$ cat config.mk
export PLATFORM = sky130hd
export DESIGN_NAME = pattern_frame_transmitter_flat
export DESIGN_NICKNAME = d
export VERILOG_FILES = /design/src/rtl/pattern_link_pkg.sv /design/src/rtl/pattern_frame_transmitter_if.sv /design/src/rtl/pattern_frame_transmitter.sv /design/src/flat_wrapper.sv
export SDC_FILE = /design/constraint.sdc
export NUM_CORES = 1
export LEC_CHECK = 0
export CAP_MARGIN = 20
export CELL_PAD_IN_SITES_DETAIL_PLACEMENT = 0
export CELL_PAD_IN_SITES_GLOBAL_PLACEMENT = 1
export CORE_MARGIN = 10
export CORE_UTILIZATION = 44
export CTS_CLUSTER_SIZE = 28
export DETAILED_ROUTE_END_ITERATION = 16
export PLACE_DENSITY_LB_ADDON = 0.1
export SYNTH_ARGS = -nofsm -noshare
export SYNTH_HDL_FRONTEND = slang
export SYNTH_SLANG_ARGS = --single-unit
$ cat constraint.sdc
create_clock -name clk -period 5 [get_ports clk]
set_input_delay 0.5 -clock clk [delete_from_list [all_inputs] [get_ports clk]]
set_output_delay 0.5 -clock clk [all_outputs]
set_load 0.03 [all_outputs]
$ cat src/rtl/pattern_link_pkg.sv
// Shared definitions for the pattern link: transmitter FSM encoding, default
// sync pattern and its width, default payload width, small sizing helper.
// Used by the frame transmitter and, on the receive side, the pattern recognizer.
package pattern_link_pkg;

  // Transmitter frame phases.
  typedef enum logic [1:0] {
    IDLE = 2'd0,
    SYNC = 2'd1,
    DATA = 2'd2,
    GAP  = 2'd3
  } link_state_e;

  // Default sync pattern, sent MSB first. The recognizer searches for the same value.
  localparam int                SYNC_W       = 5;
  localparam logic [SYNC_W-1:0] SYNC_PATTERN = 5'b00110;

  // Default payload width.
  localparam int DEFAULT_DATA_W = 8;

  // Largest of three phase lengths; sizes the shared bit counter.
  function automatic int max3(input int a, input int b, input int c);
    int m;
    m = (a > b) ? a : b;
    return (m > c) ? m : c;
  endfunction

endpackage

$ cat src/rtl/pattern_frame_transmitter_if.sv
// Word-parallel payload handshake into the frame transmitter.
// Signals: in_valid (word offered), in_data (payload word), in_ready (sink can accept).
// master = payload source, slave = transmitter; transfer on in_valid & in_ready at posedge.
interface pattern_frame_transmitter_if #(
  parameter int DATA_W = 8
) ();
  logic              in_valid;
  logic [DATA_W-1:0] in_data;
  logic              in_ready;

  modport master (
    output in_valid,
    output in_data,
    input  in_ready
  );

  modport slave (
    input  in_valid,
    input  in_data,
    output in_ready
  );
endinterface

$ cat src/rtl/pattern_frame_transmitter.sv
// Serialises each accepted payload as: sync pattern, payload MSB first, GAP_CYCLES idle '1's.
// Latency: word accepted at edge k drives the first sync bit on ser_out in cycle k+1.
// Backpressure: in_ready only while idle; offers during a frame are held by the source.
// Ports: clk, rst (sync, active high), in_if (slave: in_valid/in_data/in_ready),
//        ser_out (idle 1), tx_active (sync+payload bits on line), frame_done (last gap cycle).
module pattern_frame_transmitter
  import pattern_link_pkg::*;
#(
  parameter int                PAT_W      = SYNC_W,
  parameter logic [PAT_W-1:0]  PATTERN    = SYNC_PATTERN,
  parameter int                DATA_W     = DEFAULT_DATA_W,
  parameter int                GAP_CYCLES = 2
) (
  input  logic                         clk,
  input  logic                         rst,
  pattern_frame_transmitter_if.slave   in_if,
  output logic                         ser_out,
  output logic                         tx_active,
  output logic                         frame_done
);

  localparam int CNT_W = $clog2(max3(PAT_W, DATA_W, GAP_CYCLES) + 1);
  // Sync pattern and payload share one shift register so SYNC and DATA shift identically.
  localparam int SR_W  = PAT_W + DATA_W;

  link_state_e       state_q, state_d;
  logic [CNT_W-1:0]  cnt_q, cnt_d;
  logic [SR_W-1:0]   sr_q, sr_d;
  logic              ser_out_q, ser_out_d;
  logic              tx_active_q, tx_active_d;
  logic              frame_done_q, frame_done_d;

  logic accept;
  logic last_sync;
  logic last_data;
  logic last_gap;
  logic pre_last_gap;

  assign in_if.in_ready = (state_q == IDLE);
  assign accept         = in_if.in_valid && (state_q == IDLE);

  assign last_sync    = (cnt_q == CNT_W'(PAT_W - 1));
  assign last_data    = (cnt_q == CNT_W'(DATA_W - 1));
  assign last_gap     = (cnt_q == CNT_W'(GAP_CYCLES - 1));
  // Only meaningful for gaps of two or more cycles; a one-cycle gap raises
  // frame_done straight out of DATA instead.
  assign pre_last_gap = (GAP_CYCLES >= 2) && (cnt_q == CNT_W'(GAP_CYCLES - 2));

  // State and counter registers.
  always_ff @(posedge clk) begin
    if (rst) begin
      state_q <= IDLE;
      cnt_q   <= '0;
    end else begin
      state_q <= state_d;
      cnt_q   <= cnt_d;
    end
  end

  // Next state; the counter restarts at zero on every phase change.
  always_comb begin
    state_d = state_q;
    cnt_d   = cnt_q + 1'b1;
    case (state_q)
      IDLE: begin
        cnt_d = '0;
        if (accept) state_d = SYNC;
      end
      SYNC: begin
        if (last_sync) begin
          state_d = DATA;
          cnt_d   = '0;
        end
      end
      DATA: begin
        if (last_data) begin
          state_d = GAP;
          cnt_d   = '0;
        end
      end
      GAP: begin
        if (last_gap) begin
          state_d = IDLE;
          cnt_d   = '0;
        end
      end
      default: begin
        state_d = IDLE;
        cnt_d   = '0;
      end
    endcase
  end

  // Outputs are registered one step ahead: each value computed here is what
  // the line shows during the next state's cycle.
  always_comb begin
    ser_out_d    = 1'b1;
    tx_active_d  = 1'b0;
    frame_done_d = 1'b0;
    sr_d         = sr_q;
    case (state_q)
      IDLE: begin
        if (accept) begin
          // First sync bit goes out directly; the rest is queued pre-shifted.
          ser_out_d   = PATTERN[PAT_W-1];
          tx_active_d = 1'b1;
          sr_d        = {PATTERN, in_if.in_data} << 1;
        end
      end
      SYNC: begin
        ser_out_d   = sr_q[SR_W-1];
        tx_active_d = 1'b1;
        sr_d        = sr_q << 1;
      end
      DATA: begin
        if (!last_data) begin
          ser_out_d   = sr_q[SR_W-1];
          tx_active_d = 1'b1;
          sr_d        = sr_q << 1;
        end else begin
          frame_done_d = (GAP_CYCLES == 1);
        end
      end
      GAP: begin
        frame_done_d = pre_last_gap;
      end
      default: begin
        ser_out_d = 1'b1;
      end
    endcase
  end

  // Output and payload registers.
  always_ff @(posedge clk) begin
    if (rst) begin
      sr_q         <= '0;
      ser_out_q    <= 1'b1;
      tx_active_q  <= 1'b0;
      frame_done_q <= 1'b0;
    end else begin
      sr_q         <= sr_d;
      ser_out_q    <= ser_out_d;
      tx_active_q  <= tx_active_d;
      frame_done_q <= frame_done_d;
    end
  end

  assign ser_out    = ser_out_q;
  assign tx_active  = tx_active_q;
  assign frame_done = frame_done_q;

endmodule

$ cat src/flat_wrapper.sv
// flat-port wrapper written by rule: the top's interface ports become plain ports
module pattern_frame_transmitter_flat import pattern_link_pkg::*;
#(
  parameter int                PAT_W      = SYNC_W,
  parameter logic [PAT_W-1:0]  PATTERN    = SYNC_PATTERN,
  parameter int                DATA_W     = DEFAULT_DATA_W,
  parameter int                GAP_CYCLES = 2
)
  (clk, rst, ser_out, tx_active, frame_done, in_if_in_valid, in_if_in_data, in_if_in_ready);
  pattern_frame_transmitter_if #(.DATA_W(DATA_W)) in_if_i ();
  input  logic clk;
  input  logic rst;
  output logic ser_out;
  output logic tx_active;
  output logic frame_done;
  input wire logic [$bits(in_if_i.in_valid)-1:0] in_if_in_valid;
  input wire logic [$bits(in_if_i.in_data)-1:0] in_if_in_data;
  output wire logic [$bits(in_if_i.in_ready)-1:0] in_if_in_ready;
  assign in_if_i.in_valid = in_if_in_valid;
  assign in_if_i.in_data = in_if_in_data;
  assign in_if_in_ready = in_if_i.in_ready;
  pattern_frame_transmitter #(.PAT_W(PAT_W), .PATTERN(PATTERN), .DATA_W(DATA_W), .GAP_CYCLES(GAP_CYCLES)) u_core (.clk(clk), .rst(rst), .in_if(in_if_i), .ser_out(ser_out), .tx_active(tx_active), .frame_done(frame_done));
endmodule
==> run_results.csv <==
group,metric,value,unit
outcome,outcome,"finished, final reports clean",
layout,fin_area,0.00129,mm²
clock_network,ctsResizeCount,0,
timing,tightest_slew,1060,ps
floorplanning,dieArea,0.00497,mm²
detailed_routing,vias_per_cell,5.34,
logic_synthesis,yosys-top-cells-area,"dfxtp_1, ha_1, a211oi_2, mux2i_1, nor2_1",
floorplanning,io_pins,15,
detailed_routing,wl_per_cell,13.7,µm
timing,drv_slew,0,
place,dp.final_hpwl,1580,µm
layout,final_common_cell,"dfxtp_1",
global_route,grt_max_degree,26,
clock_network,path_clk_slew,120,ps
worst_setup_path,worstPathMaxFanout,25,
timing,worst_slack,2660,ps
clock_network,cts_tree,"done",
logic_synthesis,yosysTopAreaCellShare,37.5,%
logic_synthesis,synthCells,112,
clock_network,cts.sinks,21,
global_route,grt_pass1_vias,887,
clock_network,numCtsBuffers,3,
clock_network,cts_buffer_depth,2,
hold_path,hold_path.class,"reg -> reg",
place,place_inst,151,
detailed_routing,top_layer,"met4",
logic_synthesis,yosysTopAreaCell,"dfxtp_1",
global_route,antenna_found_initial,0,
clock_network,clk_root_buffer_cell,"clkbuf_4",
worst_setup_path,arrival,2540,ps
layout,stdcell_count,155,
detailed_routing,wl_met1,891,µm
detailed_routing,routed-via-count,827,
logic_synthesis,ys_seq_area_share,37.5,%
pwr,total_power,0.670,mW
layout,final_util,52.6,%
clock_network,holdBufCountCts,0,
layout,diodes,0,
pwr,p_leak,0.480,nW
detailed_routing,wl_met3,94,µm
worst_setup_path,cp-end-kind,"flip-flop",
place,portBuffers,14,
logic_synthesis,synth_area,0.00112,mm²
detailed_routing,drtIter0Drc,105,
layout,fillCellCount,231,
timing,relSlewSlack,29.0,%
detailed_routing,drt-total-wl,2130,µm
timing,setup_violations,0,
logic_synthesis,syn_area_per_cell,10.0,µm²
timing,holdWs,473,ps
detailed_routing,drc,0,
global_route,grt_overflow,0,
place,gp_congestion,0.702,
worst_setup_path,path_cells,"inv_1 > ha_1 > nor2b_1 > a211oi_4 > nor2_1 > a311oi_1",
worst_setup_path,crit_type,"reg -> reg",
detailed_routing,ant_nets,0,
worst_setup_path,slowest_stage,"a211oi_4",
layout,most-common-layout-cells,"dfxtp_1, nor2_1, clkdlybuf4s50_1, ha_1",
timing,fin_crit_sh,46.7,%
worst_setup_path,cp.required,5200,ps
clock_network,clock_latency,310,ps
global_route,gr-usage-all-layers,8.85,%
global_route,grt_pass1_wl,3810,µm
logic_synthesis,synth.net_count,133,
timing,hold_violations,0,
floorplanning,row_count,18,
timing,period_minus_slack,2340,ps
floorplanning,die_w,70.5,µm
floorplanning,core,0.00245,mm²
layout,drive_gt1_share,14.4,%
logic_synthesis,ys_types,34,
worst_setup_path,startpoint_type,"flip-flop",
timing,rsz0062_at_grt,"no",
floorplanning,die_h,70.5,µm
layout,synthToLayoutAreaGrowth,15.2,%
logic_synthesis,yosysWarnings,0,
timing,setup_tns,0,ps
layout,fin_nets,147,
floorplanning,start_util,45.7,%
pwr,ir_worst_vdd,0.252,mV
detailed_routing,dr.pass1.iters,4,
timing,clock.fmax,428,MHz
run,maxCapViolations,0,
worst_setup_path,max_stage_delay,890,ps
place,place_ws,2530,ps
place,place_area,0.00126,mm²
clock_network,post_cts_buffers,0,
logic_synthesis,ys_ff_latch,21,
detailed_routing,met2_length,1130,µm
pwr,power.density,519,mW/mm²
clock_network,h-tree-depth,1,
timing,fin_skew,9.08,ps
registers in the layout (all words and copies together) (netlist names):
register           cells
u_core.cnt_q           4
u_core.sr_q           12
u_core.state_q         2
u_core.ser_out         1
u_core.tx_active       1
u_core.frame_done      1
worst paths after layout:
kind | startpoint | endpoint | slack (ps) | cells past startpoint
worst min-delay path | u_core.sr_q[8] | u_core.sr_q[9] | 470 | 2
worst max-delay path | u_core.state_q[0] | u_core.sr_q[10] | 2660 | 6
worst min register to register | u_core.sr_q[8] | u_core.sr_q[9] | 470 | 2
worst max register to register | u_core.state_q[0] | u_core.sr_q[10] | 2660 | 6
per-layer routing:
| layer | up-vias | track usage, % |
|---|---|---|
| li1 | 420 | - |
| met1 | 389 | 8.74 |
| met4 | 0 | 1.97 |
| met2 | 16 | 16.7 |
| met5 | - | 0 |
| met3 | 2 | 3.53 |
cells in the mapped netlist (all sizes together):
master  number
and3b        1
nor2b        1
a311oi       1
nor4b        1
a21boi       1
xor2         1
o41ai        1
nand3        4
a221oi       1
clkbuf       2
inv          7
nand3b       1
and4b        1
o32ai        1
and4bb       1
ha          10
mux2i        7
a211oi       8
o21ai        7
or3          2
nor3b        1
nor2        15
buf          3
nand2        2
a21oi        6
o211ai       1
dfxtp       21
nand2b       4
critical path, delay by kind of cell (launching register included):
family / cells / cell delay [ps]
flops: 1 / 430
fa+ha+maj: 1 / 240
compound gates: 2 / 1170
simple gates: 2 / 280
buf+inv: 1 / 110
cell families (layout without fill, tap and decap cells):
logic type,count (synthesis),after routing,share of synthesized area (%)
AO/OA/AOI/OAI,27,27,21.2
AND/OR/NAND/NOR,34,34,17.6
XOR/XNOR,1,1,0.781
flip-flops,21,21,37.5
buffers and inverters,12,25,5.47
multiplexers,7,7,6.25
adder cells (fa/ha/maj),10,10,11.2
power breakdown:
| part | internal [mW] | switching [mW] | leakage (nW) |
|---|---|---|---|
| sequential | 0.217 | 0.0297 | 0.173 |
| clock | 0.0298 | 0.0526 | 0.0177 |
| combinational | 0.149 | 0.192 | 0.289 |
cell type report:
cell class / instances / area [µm²] / area share (%)
clock inverters: 1 / 5.00 / 0.388
flip-flops and latches: 21 / 420 / 32.6
repair buffers: 14 / 140 / 10.9
clock buffers: 3 / 22.5 / 1.74
multi-input cells: 79 / 639 / 49.5
well taps: 30 / 37.5 / 2.91
inverters: 7 / 26.3 / 2.03
Power figures use the tool's default switching activity.
